===== src/rtl/retire_trace_buffer.sv =====
// Retirement trace buffer.
// Detects instruction retirement from a change in the program counter and
// queues {retired pc, retired inst, sequence number} records in a
// first-word-fall-through FIFO. When the FIFO is full and nothing is popped,
// the record is dropped, a sticky overflow flag is set and a saturating drop
// counter is bumped. The sequence number advances on every push attempt, so
// gaps in the drained stream show where records were lost.
module retire_trace_buffer #(
  parameter int          DEPTH    = 16,
  parameter logic [31:0] RESET_PC = 32'h00400000
) (
  input  logic                     clk,
  input  logic                     reset,
  input  logic [31:0]              pc,
  input  logic [31:0]              inst,
  input  logic                     trace_en,
  input  logic                     clear_ovf,
  input  logic                     out_ready,
  output logic                     out_valid,
  output logic [31:0]              out_pc,
  output logic [31:0]              out_inst,
  output logic [31:0]              out_seq,
  output logic [$clog2(DEPTH):0]   count,
  output logic                     overflow,
  output logic [15:0]              drop_cnt
);

  localparam int AW = $clog2(DEPTH);
  localparam int CW = AW + 1;

  logic [31:0]   r_pc_prev;
  logic [31:0]   r_inst_prev;
  logic [31:0]   r_seq;
  logic [AW-1:0] r_wr_ptr;
  logic [AW-1:0] r_rd_ptr;
  logic [CW-1:0] r_count;
  logic          r_overflow;
  logic [15:0]   r_drop_cnt;

  logic [31:0]   r_mem_pc   [DEPTH];
  logic [31:0]   r_mem_inst [DEPTH];
  logic [31:0]   r_mem_seq  [DEPTH];

  logic w_retire;
  logic w_push_req;
  logic w_full;
  logic w_pop;
  logic w_push;
  logic w_drop;
  logic w_head_valid;

  assign w_retire     = (pc != r_pc_prev);
  assign w_push_req   = w_retire & trace_en;
  assign w_full       = (r_count == CW'(DEPTH));
  // out_ready only matters while a record is being presented.
  assign w_pop        = (r_count != '0) & out_ready;
  // A full FIFO still accepts a push when the head leaves in the same cycle.
  assign w_push       = w_push_req & (~w_full | w_pop);
  assign w_drop       = w_push_req & w_full & ~w_pop;
  // Outputs are forced to zero while reset is held, not just after its edge.
  assign w_head_valid = reset & (r_count != '0);

  // Retirement tracking, sequence numbering, pointers, occupancy and drop status.
  always_ff @(posedge clk) begin
    if (!reset) begin
      r_pc_prev   <= RESET_PC;
      r_inst_prev <= '0;
      r_seq       <= '0;
      r_wr_ptr    <= '0;
      r_rd_ptr    <= '0;
      r_count     <= '0;
      r_overflow  <= 1'b0;
      r_drop_cnt  <= '0;
    end else begin
      if (w_retire) begin
        r_pc_prev   <= pc;
        r_inst_prev <= inst;
      end
      if (w_push_req) r_seq <= r_seq + 32'd1;
      if (w_push) r_wr_ptr <= r_wr_ptr + AW'(1);
      if (w_pop) r_rd_ptr <= r_rd_ptr + AW'(1);
      case ({w_push, w_pop})
        2'b10:   r_count <= r_count + CW'(1);
        2'b01:   r_count <= r_count - CW'(1);
        default: r_count <= r_count;
      endcase
      // A drop in the same cycle as a clear wins: the flag stays up and the
      // counter restarts at one so the new loss is not hidden.
      if (w_drop) r_overflow <= 1'b1;
      else if (clear_ovf) r_overflow <= 1'b0;
      if (w_drop && clear_ovf) r_drop_cnt <= 16'd1;
      else if (clear_ovf) r_drop_cnt <= '0;
      else if (w_drop && (r_drop_cnt != 16'hFFFF)) r_drop_cnt <= r_drop_cnt + 16'd1;
    end
  end

  // FIFO storage; contents need no reset because occupancy gates visibility.
  always_ff @(posedge clk) begin
    if (reset && w_push) begin
      r_mem_pc[r_wr_ptr]   <= r_pc_prev;
      r_mem_inst[r_wr_ptr] <= r_inst_prev;
      r_mem_seq[r_wr_ptr]  <= r_seq;
    end
  end

  assign out_valid = w_head_valid;
  assign out_pc    = w_head_valid ? r_mem_pc[r_rd_ptr]   : '0;
  assign out_inst  = w_head_valid ? r_mem_inst[r_rd_ptr] : '0;
  assign out_seq   = w_head_valid ? r_mem_seq[r_rd_ptr]  : '0;
  assign count     = r_count;
  assign overflow  = r_overflow;
  assign drop_cnt  = r_drop_cnt;

endmodule


===== config.mk =====
export PLATFORM = sky130hd
export DESIGN_NAME = retire_trace_buffer
export DESIGN_NICKNAME = d
export VERILOG_FILES = /design/src/rtl/retire_trace_buffer.sv
export SDC_FILE = /design/constraint.sdc
export NUM_CORES = 1
export LEC_CHECK = 0
export BUFFER_PORTS_ARGS = -buffer_cell sky130_fd_sc_hd__buf_2
export CAP_MARGIN = 20
export CORE_ASPECT_RATIO = 1.5
export CORE_UTILIZATION = 42
export DETAILED_ROUTE_END_ITERATION = 6
export PLACE_DENSITY = 0.7
export SLEW_MARGIN = 20
export SYNTH_ARGS = -nofsm -noshare
export SYNTH_HDL_FRONTEND = slang
export SYNTH_SLANG_ARGS = --single-unit

===== constraint.sdc =====
create_clock -name clk -period 23.5 [get_ports clk]
set_input_delay 4.7 -clock clk [delete_from_list [all_inputs] [get_ports clk]]
set_output_delay 4.7 -clock clk [all_outputs]
set_load 0.1 [all_outputs]

==> key figures <==
Status
  – Run status: completed

Synthesis
  – Xor/xnor cell area share of the yosys netlist: 0.00936
  – Post-synthesis simple-gate area fraction: 0.0317
  – Post-synthesis cell area: about 0.064 sq mm
  – Synth warn: 0
  – Post-synth top flop: edfxtp_1
  – EDFF count, synth: 1536
  – Post-Synth Adder-Cell Area: 0.00228
  – Count leader, synth: edfxtp_1
  – Mapped Nets: between 2000 and 3000
  – Post-synthesis compound-gate area fraction: 0.00488
  – Syn Area/Cell: approximately 22 sq um
  – Synthesized instance count: about 2800
  – Largest family of logic cells by synthesized area: multiplexers
  – Synth area leaders: edfxtp_1 (73%), mux4_2 (17%), dfxtp_1 (4.1%), nor2b_1 (0.97%), clkbuf_1 (0.55%)
  – Post-synthesis sequential area ratio: 0.766
  – Area share of the largest cell type after synthesis: 0.725
  – Largest area contributor in the netlist: edfxtp_1
  – Synth cell types: 50
  – Post-synth ARST share: 0
  – Synthesized flop and latch total: 1666
  – Mux cell area share after synthesis: 0.175
  – Top cells by count, synth: edfxtp_1 (1536), mux4_2 (480), dfxtp_1 (130)

Power
  – Maximum VDD drop: between 0.00009 and 0.0001 V
  – Clock power frac: 0.356
  – Reg power frac: 0.459
  – Sw Ratio: 0.284
  – P_sw: between 2 and 2.5 mW
  – Internal cell power: around 5.2 mW
  – Logic gate share of total power: 0.185
  – Static leakage: 22.6 nW
  – Power per cell area: around 100 mW/mm^2

STA
  – Rel. slew slack: 0.225
  – Final setup violation count: 0
  – RSZ-0062 raised after global routing: false
  – Clock skew: a little over 0.04 ns
  – Least-Margin Pin Slew: around 1.2 ns
  – Final hold viol count: 0
  – Final min period: approximately 11 ns
  – Total negative slack: 0 ns
  – Fin. max-slew vios: 0
  – Fmax achieved: between 0.08 and 0.09 GHz
  – Final period utilization: 0.486
  – Worst hold slack: 0.480 ns
  – Worst Setup Slack, final: 12.08 ns

Clocking
  – CTS resizes: 0
  – Worst-Skew Late Latency: 0.80 ns
  – Root Buffer: clkbuf_16
  – TritonCTS buffer count: between 150 and 200
  – CTS tree: built
  – Hold buffer count at CTS: 0
  – Max Root-Sink Buffers: 3
  – Setup Buffers After CTS: 0
  – H-Tree Depth: 4
  – Clock slew at reported path FFs: around 0.06 ns
  – Clock sinks: ~1700

Critical path
  – CP Capture Type: output port
  – Critical path type: in2out
  – Crit path DAT: 6.72 ns
  – CP startpoint kind: input port
  – WP data required: ~19 ns
  – CP max FO: between 60 and 70
  – R2R cell count: 9

Die
  – Die Ht: 479 um
  – Ports: about 190
  – Core ar.: ~0.15 sq mm
  – Initial Util: 0.424
  – Die ar.: 0.153 sq mm
  – DIE WIDTH: about 320 um
  – Num rows: between 150 and 200

Placed design
  – Post-Place Worst Slack: around 12 ns
  – Placer Congestion: about 0.73
  – HPWL after detailed placement: just over 70000 um
  – PortBufs: roughly 190

GRT
  – M3 GR Usage: 0.0260
  – Gr ovfl total: 0
  – Pin count of the biggest net entering global routing: approximately 160
  – Met2 GRT Util: 0.311
  – Number of global-route vias before repair: 30300
  – Top Usage Layer GRT: met2
  – First-pass GRT wire length: 207000 um
  – Total track usage: 0.187
  – Initial antenna violation count: 11
  – Met1 Usage GRT: 0.261

Route
  – Post-DR vias/cell: roughly 5.7
  – Routed length per instance: 27.7 um
  – Post-Route WL: around 140000 um
  – Post-route ant nets: 0
  – DR DRC count: 0
  – Drt pass-1 iters: 5
  – Iteration-0 DRC count of the detailed router: about 3200
  – Routed via count: slightly below 30000

Layout
  – Nets: around 3200
  – Final core utilization: 0.482
  – Layout cell share with drive strength beyond 1: 0.309
  – Syn-to-layout area delta: 13.7%

Job
  – Max cap viols: 0

Hold path
  – Hold path depth: 2
  – Hold Crit Class: reg2reg
-- cell type report --
type / instances / area [sq um]
Multi-Input combinational cell: 1009 / 14400
Fill cell: 11900 / 77700
Inverter: 11 / 43.8
Antenna cell: 8 / 20.0
Clock buffer: 201 / 4140
Clock inverter: 80 / 1140
Sequential cell: 1666 / 48700
Tap cell: 1936 / 2420
Timing Repair Buffer: 243 / 1440
-- kinds of logic (layout without fill, tap and decap cells) --
logic type               count (synthesis)  in the layout
AND/OR/NAND/NOR                        361            361
flip-flops                            1666           1666
buffers and inverters                  157            535
XOR/XNOR                                68             68
AO/OA/AOI/OAI                           54             54
multiplexers                           515            515
other                                    0              8
adder cells (fa/ha/maj)                 11             11
-- state kept, by name, summed over array words and instances, names as in the netlist, named ones only --
register / flops
drop_cnt: 16
r_rd_ptr: 4
r_mem_pc: 512
r_inst_prev: 32
r_mem_seq: 512
r_wr_ptr: 4
count: 5
r_pc_prev: 32
overflow: 1
r_seq: 32
r_mem_inst: 512
-- worst max-delay path: stages --
cell and delay, ns:
buf_2 0.07, buf_4 0.57, o21ai_4 0.13, buf_4 0.45
nor2b_1 0.25, buf_2 0.45
-- metrics by stage --
stage          cell area (sq um)  power, mW  std cells
3_3_place_gp               67000       4.75       4864
5_1_grt                    72300       7.46       5147
6_report                   72300       7.24       5154
2_1_floorplan              63600       4.47       2832
4_1_cts                    72300       7.31       5145
3_5_place_dp               67000       4.75       4864
-- power by group through the flow --
stage          registers (mW)  logic (mW)  clock network (mW)
5_1_grt                  3.33        1.41                2.72
3_5_place_dp             3.39        1.37                   0
2_1_floorplan            3.39        1.08                   0
3_3_place_gp             3.38        1.36                   0
4_1_cts                  3.32        1.37                2.62
6_report                 3.32        1.34                2.58
-- per-layer routing --
layer / wire length [um] / vias up / share of wire
li1: - / 12300 / -
met1: 59600 / 16000 / 0.42
met2: 72100 / 1112 / 0.50
met3: 8800 / 179 / 0.062
met4: 2430 / 4 / 0.017
met5: 26 / - / 0.00018
-- final timing paths --
check	endpoint	start	slack, ns
setup reg to reg	r_mem_inst[4][7]	r_pc_prev[6]	18.00
setup / recovery	out_seq[20]	reset	12.08
hold reg to reg	overflow	overflow	0.48
hold / removal	overflow	overflow	0.48
-- placed cells by master, fill, tap and decap left out, types with 11 or more instances in the layout --
cell type  count
bufinv_16     19
mux2i_1       35
mux4_2       480
xor2_1        38
xnor2_1       30
clkinv_2      21
clkbuf_16    151
a21oi_1       21
nand3_1       20
edfxtp_1    1536
nand2_1       25
or3_1         17
nor3_1        13
buf_4         49
o21ai_0       18
nor2_4        13
and2_1        32
nor2b_1       99
clkbuf_1      33
nor4_1        13
buf_2        187
clkbuf_8      17
nor2_1        77
nand4_1       11
dfxtp_1      126
clkinv_1      13
Note: power is estimated with default switching activity, not from simulation.
